## src/rtl/pipe_ctrl_pkg.sv

```systemverilog
// Shared types for the pipeline sequencing logic: controller state encoding
// and the bundle of hold/flush/PC-write controls driven into the pipe registers.
package pipe_ctrl_pkg;

    typedef enum logic [1:0] {
        ST_RUN        = 2'd0,
        ST_LOAD_STALL = 2'd1,
        ST_FLUSH      = 2'd2,
        ST_MEM_WAIT   = 2'd3
    } pipe_state_e;

    typedef struct packed {
        logic pc_write;
        logic ifid_hold;
        logic ifid_flush;
        logic idex_flush;
        logic pipe_freeze;
    } ctrl_t;

    // Normal flow: PC advances, every pipe register loads.
    localparam ctrl_t CTRL_RUN = '{pc_write: 1'b1, ifid_hold: 1'b0, ifid_flush: 1'b0,
                                   idex_flush: 1'b0, pipe_freeze: 1'b0};
    // Data memory busy: front end and back end both stand still.
    localparam ctrl_t CTRL_FREEZE = '{pc_write: 1'b0, ifid_hold: 1'b1, ifid_flush: 1'b0,
                                      idex_flush: 1'b0, pipe_freeze: 1'b1};
    // Load-use bubble: keep the consumer in ID, inject a NOP into EX.
    localparam ctrl_t CTRL_STALL = '{pc_write: 1'b0, ifid_hold: 1'b1, ifid_flush: 1'b0,
                                     idex_flush: 1'b1, pipe_freeze: 1'b0};
    // Redirect cycle: kill both wrong-path instructions, PC takes the target.
    localparam ctrl_t CTRL_BRANCH = '{pc_write: 1'b1, ifid_hold: 1'b0, ifid_flush: 1'b1,
                                      idex_flush: 1'b1, pipe_freeze: 1'b0};
    // Extra wrong-path kill cycles: only the fetched instruction is dropped.
    localparam ctrl_t CTRL_KILL_IF = '{pc_write: 1'b1, ifid_hold: 1'b0, ifid_flush: 1'b1,
                                       idex_flush: 1'b0, pipe_freeze: 1'b0};

endpackage

```

## src/rtl/sat_counter.sv

```systemverilog
// Performance counter that sticks at all-ones instead of wrapping.
module sat_counter
    import pipe_ctrl_pkg::*;
#(
    parameter int W = 16
) (
    input  logic         clk,
    input  logic         reset,
    input  logic         inc,
    input  logic         clr,
    output logic [W-1:0] count
);

    logic [W-1:0] count_q;
    logic [W-1:0] count_d;

    // Next count: clear wins, otherwise step unless already saturated.
    always_comb begin
        count_d = count_q;
        if (clr) begin
            count_d = '0;
        end else if (inc && (count_q != {W{1'b1}})) begin
            count_d = count_q + W'(1);
        end
    end

    // Counter register.
    always_ff @(posedge clk or negedge reset) begin
        if (!reset) begin
            count_q <= '0;
        end else begin
            count_q <= count_d;
        end
    end

    assign count = count_q;

endmodule

```

## src/rtl/pipeline_hazard_ctrl.sv

```systemverilog
// Hazard and sequencing controller beside the decode stage: load-use bubbles,
// taken-branch kills and memory-wait freezes, plus stall/flush activity counters.
module pipeline_hazard_ctrl
    import pipe_ctrl_pkg::*;
#(
    parameter int REG_W             = 5,
    parameter int LOAD_STALL_CYCLES = 1,
    parameter int FLUSH_CYCLES      = 1,
    parameter int CNT_W             = 16
) (
    input  logic             clk,
    input  logic             reset,
    input  logic [REG_W-1:0] ifid_rs1,
    input  logic [REG_W-1:0] ifid_rs2,
    input  logic             ifid_use_rs1,
    input  logic             ifid_use_rs2,
    input  logic             idex_mem_read,
    input  logic [REG_W-1:0] idex_rd,
    input  logic             branch_taken,
    input  logic             dmem_busy,
    output logic             pc_write,
    output logic             ifid_hold,
    output logic             ifid_flush,
    output logic             idex_flush,
    output logic             pipe_freeze,
    output logic [1:0]       state,
    output logic [CNT_W-1:0] stall_cnt,
    output logic [CNT_W-1:0] flush_cnt
);

    localparam logic [2:0] LS_RELOAD = 3'(LOAD_STALL_CYCLES - 1);
    localparam logic [2:0] FL_RELOAD = 3'(FLUSH_CYCLES - 1);

    pipe_state_e state_q;
    pipe_state_e state_d;
    pipe_state_e ret_q;
    pipe_state_e ret_d;
    pipe_state_e resume_state;
    logic [2:0]  cnt_q;
    logic [2:0]  cnt_d;
    ctrl_t       ctrl;
    logic        branch_evt;
    logic        load_use;
    logic        rs1_hit;
    logic        rs2_hit;

    assign rs1_hit  = ifid_use_rs1 && (ifid_rs1 == idex_rd);
    assign rs2_hit  = ifid_use_rs2 && (ifid_rs2 == idex_rd);
    assign load_use = idex_mem_read && (idex_rd != '0) && (rs1_hit || rs2_hit);

    // Mealy control decode and next-state; a released memory wait behaves exactly like the state it interrupted.
    always_comb begin
        state_d      = state_q;
        cnt_d        = cnt_q;
        ret_d        = ret_q;
        ctrl         = CTRL_RUN;
        branch_evt   = 1'b0;
        resume_state = (state_q == ST_MEM_WAIT) ? ret_q : state_q;

        if (dmem_busy) begin
            ctrl    = CTRL_FREEZE;
            state_d = ST_MEM_WAIT;
            ret_d   = resume_state;
        end else if (branch_taken) begin
            ctrl       = CTRL_BRANCH;
            branch_evt = 1'b1;
            if (FLUSH_CYCLES > 1) begin
                state_d = ST_FLUSH;
                cnt_d   = FL_RELOAD;
            end else begin
                state_d = ST_RUN;
                cnt_d   = '0;
            end
        end else begin
            case (resume_state)
                ST_FLUSH: begin
                    ctrl    = CTRL_KILL_IF;
                    cnt_d   = cnt_q - 3'd1;
                    state_d = (cnt_q > 3'd1) ? ST_FLUSH : ST_RUN;
                end
                ST_LOAD_STALL: begin
                    ctrl    = CTRL_STALL;
                    cnt_d   = cnt_q - 3'd1;
                    state_d = (cnt_q > 3'd1) ? ST_LOAD_STALL : ST_RUN;
                end
                default: begin
                    state_d = ST_RUN;
                    if (load_use) begin
                        ctrl = CTRL_STALL;
                        if (LOAD_STALL_CYCLES > 1) begin
                            state_d = ST_LOAD_STALL;
                            cnt_d   = LS_RELOAD;
                        end
                    end
                end
            endcase
        end

        if (!reset) begin
            ctrl       = CTRL_RUN;
            branch_evt = 1'b0;
        end
    end

    // Sequencer state: current state, sequence down-counter and resume target.
    always_ff @(posedge clk or negedge reset) begin
        if (!reset) begin
            state_q <= ST_RUN;
            cnt_q   <= '0;
            ret_q   <= ST_RUN;
        end else begin
            state_q <= state_d;
            cnt_q   <= cnt_d;
            ret_q   <= ret_d;
        end
    end

    assign pc_write    = ctrl.pc_write;
    assign ifid_flush  = ctrl.ifid_flush;
    assign ifid_hold   = ctrl.ifid_hold && !ctrl.ifid_flush;
    assign idex_flush  = ctrl.idex_flush;
    assign pipe_freeze = ctrl.pipe_freeze;
    assign state       = state_q;

    sat_counter #(.W(CNT_W)) u_stall_cnt (
        .clk   (clk),
        .reset (reset),
        .inc   (!ctrl.pc_write),
        .clr   (1'b0),
        .count (stall_cnt)
    );

    sat_counter #(.W(CNT_W)) u_flush_cnt (
        .clk   (clk),
        .reset (reset),
        .inc   (branch_evt),
        .clr   (1'b0),
        .count (flush_cnt)
    );

endmodule

```

## config.mk

```make
export PLATFORM = sky130hd
export DESIGN_NAME = pipeline_hazard_ctrl
export DESIGN_NICKNAME = d
export VERILOG_FILES = /design/src/rtl/pipe_ctrl_pkg.sv /design/src/rtl/sat_counter.sv /design/src/rtl/pipeline_hazard_ctrl.sv
export SDC_FILE = /design/constraint.sdc
export NUM_CORES = 1
export LEC_CHECK = 0
export BUFFER_PORTS_ARGS = -buffer_cell sky130_fd_sc_hd__buf_4
export CORE_MARGIN = 2
export CORE_UTILIZATION = 51
export DETAILED_ROUTE_END_ITERATION = 16
export HOLD_SLACK_MARGIN = 0.08
export PLACE_DENSITY = 0.88
export SLEW_MARGIN = 20
export SYNTH_ARGS = -nofsm -noshare
export SYNTH_HDL_FRONTEND = slang
export SYNTH_SLANG_ARGS = --single-unit
```

## constraint.sdc

```tcl
create_clock -name clk -period 2.9 [get_ports clk]
set_input_delay 0.58 -clock clk [delete_from_list [all_inputs] [get_ports clk]]
set_output_delay 0.58 -clock clk [all_outputs]
set_load 0.005 [all_outputs]
```

======== Word-level counts from Yosys, hierarchy flattened ========
Index checks and enable logic that the tools add are counted.
storage, ports and cells
  bits in registers ....................... 39
operators by class
  add/sub/neg operators ................... 3
  equality and inequality tests ........... 7
  $lt $le $gt $ge ......................... 1
  reduce and logical (&&, ||, !) cells .... 14
  multiplexer cells ....................... 16
  bitwise logic cells ..................... 1
operators by type and width
  cell                                                 count
  adder 16 x 1 -> 16 bit (second input constant)       2
  != test 16 bit (second input constant)               2
  2-to-1 mux 5 bit                                     4
  == test 5 bit                                        2
  case mux 5 bit (2 select lines)                      1
  2-to-1 mux 2 bit                                     4
  logical AND 1 bit                                    7
  2-to-1 mux 3 bit                                     2
  nonzero test 5 bit                                   1
  == test 2 bit (second input constant)                2
  2-to-1 mux 1 bit                                     4
  case mux 2 bit (2 select lines)                      1
  > comparator 3 x 1 -> 1 bit (second input constant)  1
  subtractor 3 x 1 -> 3 bit (second input constant)    1
  == test 2 x 1 -> 1 bit (second input constant)       1
  logical NOT 1 bit                                    2
  AND reduction 2 bit                                  1
  nonzero test 2 bit                                   1
  OR reduction 2 bit                                   1
  logical OR 1 bit                                     1
  inverter 1 bit                                       1

======== Longest topological paths before layout ========
  depth after elaboration ................. 11
  depth in mapped cells ................... 9
  mapped depth without buffers ............ 8

======== Modules after synthesis ========
From an unflattened synthesis, not the netlist that was laid out.
unflattened totals
  cells, all modules ...................... 271
  area, all modules ....................... 2,478.6 µm²
by module, submodules not included
  module                instances  cells each  area each (µm²)
  sat_counter           2          98          942.2
  pipeline_hazard_ctrl  1          75          594.3

======== Least setup slack after synthesis ========
Ideal clock, no wire load.
  kind .................................... input-to-output
  from .................................... input port idex_rd[1]
  to ...................................... output port pc_write
  data arrival time ....................... 1.602 ns
  data required time ...................... 2.320 ns
  buffers on the path ..................... 0
  slack ................................... 0.718 ns
  stages .................................. 5
  cells stage by stage .................... or3_1 o311a_1 a21oi_2 nor2_1 nor2_1
between the ends
  longest elaborated chain between the ends .. 9
ends and longest elaborated chain
  item                                         RTL line                                                source
  start, declared                              pipeline_hazard_ctrl.sv:18                              input logic [REG_W-1:0] idex_rd,
  == test 5 bit, on equally long branches      pipeline_hazard_ctrl.sv:47, pipeline_hazard_ctrl.sv:48
  logical AND 1 bit, on equally long branches  pipeline_hazard_ctrl.sv:47, pipeline_hazard_ctrl.sv:48
  logical OR 1 bit                             pipeline_hazard_ctrl.sv:49                              assign load_use = idex_mem_read && (idex_rd != '0) && (rs1_hit || rs2_hit);
  logical AND 1 bit (*)                        pipeline_hazard_ctrl.sv:49
  2-to-1 mux 5 bit (*)                         pipeline_hazard_ctrl.sv:88                              if (load_use) begin
  case mux 5 bit (2 select lines) (*)          pipeline_hazard_ctrl.sv:75                              case (resume_state)
  2-to-1 mux 5 bit (*)                         pipeline_hazard_ctrl.sv:64                              end else if (branch_taken) begin
  2-to-1 mux 5 bit (*)                         pipeline_hazard_ctrl.sv:60                              if (dmem_busy) begin
  2-to-1 mux 5 bit (*)                         pipeline_hazard_ctrl.sv:99                              if (!reset) begin
  end, declared                                pipeline_hazard_ctrl.sv:21                              output logic pc_write,
Every way passes the cells marked *; elsewhere a longest branch is shown, timed or not.

======== Worst setup path in the final report ========
  from .................................... register state_q[0] (netlist: state[0])
  to ...................................... output port pc_write
between the ends
  longest elaborated chain between the ends .. 7
ends and longest elaborated chain
  item                                                     RTL line                     source
  start, declared                                          pipeline_hazard_ctrl.sv:34   pipe_state_e state_q;
  start signal, assigned                                   pipeline_hazard_ctrl.sv:112  state_q <= state_d;
  == test 2 bit (*)                                        pipeline_hazard_ctrl.sv:58   resume_state = (state_q == ST_MEM_WAIT) ? ret_q : state_q;
  2-to-1 mux 2 bit (*)                                     pipeline_hazard_ctrl.sv:58
  net resume_state[1]                                      pipeline_hazard_ctrl.sv:38   pipe_state_e resume_state;
  == test 2 x 1 -> 1 bit or == test 2 bit (tied branches)  pipeline_hazard_ctrl.sv:75
  case mux 5 bit (2 select lines) (*)                      pipeline_hazard_ctrl.sv:75
  2-to-1 mux 5 bit (*)                                     pipeline_hazard_ctrl.sv:64
  2-to-1 mux 5 bit (*)                                     pipeline_hazard_ctrl.sv:60
  2-to-1 mux 5 bit (*)                                     pipeline_hazard_ctrl.sv:99
The timed path passes the listed nets; every way through them passes the cells marked *.

==> impl_metrics.py <==
metrics = {
    "run_status": {
        "status": "finished, final reports clean",
    },
    "detailed_routing": {
        "ant_nets": 0,
        "routed_wirelength_mm": 4.139,
        "via_per_inst": 5.299,
        "vias": 1685,
        "drc": 0,
        "drt_first_pass_iters": 4,
        "avgRoutedWirePerCell_um": 13.02,
        "initialDrtViolationCount": 153,
    },
    "global_route": {
        "grt_max_degree": 37,
        "antenna_found_initial": 0,
        "grtUsageTotal": 0.1921,
        "grt_pass1_wl_mm": 6.706,
        "grt_pass1_vias": 1592,
        "grt-ovfl-total": 0,
    },
    "final_layout": {
        "fillers": 320,
        "syn_to_final_growth_pct": 28.93,
        "layout.cells.non_filler": 318,
        "fin_nets": 295,
        "diodes": 0,
        "drive_above_1_share": 0.3172,
    },
    "power": {
        "power_frac_seq": 0.470,
        "cell_internal_pwr_w": 0.001114,
        "p_per_area_mw_per_mm2": 596.9,
        "leakage_nw": 1.260,
        "p_comb_frac": 0.288,
        "switchingPower_w": 0.0004970,
        "clkPwrFrac": 0.242,
        "switching_share": 0.3085,
        "vdd_drop_max_uv": 259.6,
    },
    "job": {
        "maxCapViolCount": 0,
    },
    "logic_synthesis": {
        "synth_compound_area_frac": 0.07531,
        "yosysSeqAreaShare": 0.4662,
        "synth_common_cells": "dfrtp_1 (39), xnor2_1 (36), nand2_1 (23)",
        "avgSynthCellArea_um2": 10.41,
        "syn_area_mm2": 0.002093,
        "yosys.area.top_type": "dfrtp_1",
        "synth.most_common_cell": "dfrtp_1",
        "yosys-mux-area-fraction": 0.01255,
        "synth_top_area_frac": 0.4662,
        "synth_fa_ha_area_frac": 0.03586,
        "synth_top_family_by_area": "simple AND/OR/NAND/NOR gates",
        "yosys_warnings": 0,
        "synth_flop_cell": "dfrtp_1",
        "synthDistinctLibCells": 39,
        "synth_edf_count": 0,
        "synthXorXnorAreaFrac": 0.1674,
        "async_flop_share": 1.000,
        "synth_area_leaders": "dfrtp_1 (47%), xnor2_1 (15%), nand2_1 (4.1%)",
        "syn_inst": 201,
        "synthesis.nets": 229,
        "ys_ff_latch": 39,
        "yosys.area_share.simple": 0.2176,
    },
    "timing": {
        "finalCritPeriodShare": 0.8919,
        "whs_ns": 0.1009,
        "post-route-min-period_ns": 2.586,
        "maxSlewHeadroom": 0.5256,
        "hold_viol_final": 0,
        "clock.fmax_ghz": 0.3866,
        "slew_viol_final": 0,
        "finClkSkew_ns": 0.004781,
        "setup_viol": 0,
        "rsz0062_at_grt": "false",
        "tns_ns": 0,
        "tightest_slew_ns": 0.7116,
    },
    "placed_design": {
        "io_buffers": 60,
        "gp_congestion": 0.7886,
        "dpl.cell_count": 310,
        "hpwl_mm": 3.310,
    },
    "floorplanning": {
        "die-area_mm2": 0.004633,
        "rows": 23,
        "core_mm2": 0.003971,
        "io_pins": 61,
        "dieWidth_um": 68.07,
        "start_util": 0.5271,
        "dieHeight_um": 68.07,
    },
    "clock_network": {
        "insertion_delay_ns": 0.28,
        "root_buffer": "clkbuf_8",
        "clk_pin_slew_ns": 0.07,
        "cts_buffer_depth": 2,
        "cts_made_buffers": 5,
        "htree_levels": 2,
        "cts_tree": "built",
        "post_cts_buffers": 0,
        "numClockSinks": 39,
        "postCtsHoldBufs": 0,
        "cts_resized": 0,
    },
    "setup_path": {
        "timing.rr.start": "state[0]",
        "critPathArrivalTime_ns": 2.01,
        "cp-startpoint": "state[0]",
        "startpoint_type": "flop",
        "end_kind": "output pin",
        "critical_path.max_stage_delay_ns": 0.39,
        "critical_path.max_fanout": 7,
        "setup.worst_path.end": "pc_write",
        "crit_path_frequent_cell": "nor2_1",
        "cp.required_ns": 2.32,
        "crit_type": "flop to output pin",
        "reg2reg_setup_slack_ns": 0.38,
        "reg2reg_depth": 6,
        "path_cells": "a21boi_0, ha_1, o311a_1, a21oi_2, nor2_1, nor2_1, buf_4",
        "reg2reg_to": "u_stall_cnt.count[1]",
        "slowest_stage": "dfrtp_1",
    },
    "hold_path": {
        "worstHoldPathType": "input port to async pin",
    },
}
-- cells by family after synthesis --
| group | count (synthesis) |
|---|---|
| AO/OA/AOI/OAI | 21 |
| XOR/XNOR | 40 |
| adder cells (fa/ha/maj) | 6 |
| buffers and inverters | 12 |
| flip-flops | 39 |
| multiplexers | 2 |
| AND/OR/NAND/NOR | 81 |
-- sequential cells by signal, indices dropped and copies added, names as in the netlist --
signal and flops:
u_flush_cnt.count 16, ret_q 2, cnt_q 3, u_stall_cnt.count 16, state 2
-- layer usage --
layer,part of all wire,wire (µm),GRT usage
met1,0.42,1740,0.2445
met2,0.52,2132,0.3252
met3,0.049,204,0.03454
met4,0.015,61,0.07000
met5,0,0,0
-- cells in the final DEF, fill, tap and decap left out, types with 5 or more instances in the layout --
cell,instances
xnor2_1,36
nor2_1,10
and3_1,5
dfrtp_1,39
ha_1,6
o21ai_0,5
clkbuf_8,7
inv_1,10
buf_4,61
nand3_1,13
nand4_1,9
nand2_1,23
-- how the worst min path moves through the flow --
stage / from / to / slack, ns / cells past startpoint
global placement: reset / ret_q[1] / 0.40 / 1
global route: reset / state[0] / 0.09 / 1
floorplan: reset / cnt_q[0] / 0.28 / 0
CTS: reset / ret_q[1] / 0.09 / 1
finish: reset / ret_q[1] / 0.10 / 1
detailed placement: reset / ret_q[1] / 0.40 / 1
-- final cells by class --
class	count	area, µm²	area share
well taps	50	62.56	0.02318
repair buffers	61	457.9	0.1697
multi-input cells	150	1065	0.3945
clock buffers	8	100.1	0.03709
flip-flops and latches	39	975.9	0.3616
inverters	10	37.54	0.01391
-- metrics by stage --
step                      cell area (µm²)  total power (W)  setup slack [ns]  utilization
after floorplan                      2093         0.001012            0.7178            -
after global placement               2599         0.001217            0.4337       0.6544
after detailed placement             2599         0.001238            0.3692       0.6544
after CTS                            2699         0.001632            0.2914       0.6796
after global routing                 2699         0.001715            0.1558       0.6796
final                                2699         0.001611            0.3136       0.6796
-- worst max-delay path, delay by kind of cell (launching register included) --
kind / cells / cell delay [ns]
compound gates: 3 / 0.70
simple gates: 2 / 0.14
fa+ha+maj: 1 / 0.38
buf+inv: 1 / 0.11
flops: 1 / 0.39
-- power groups by stage --
| stage | clock network, W | registers [W] | logic, W |
|---|---|---|---|
| after floorplan | 0 | 0.000756 | 0.000256 |
| after global placement | 0 | 0.000763 | 0.000454 |
| after global routing | 0.000421 | 0.000775 | 0.000519 |
| after CTS | 0.000401 | 0.000759 | 0.000472 |
| after detailed placement | 0 | 0.000768 | 0.000470 |
| final | 0.000390 | 0.000757 | 0.000464 |
(Power assumes the default switching activity.)
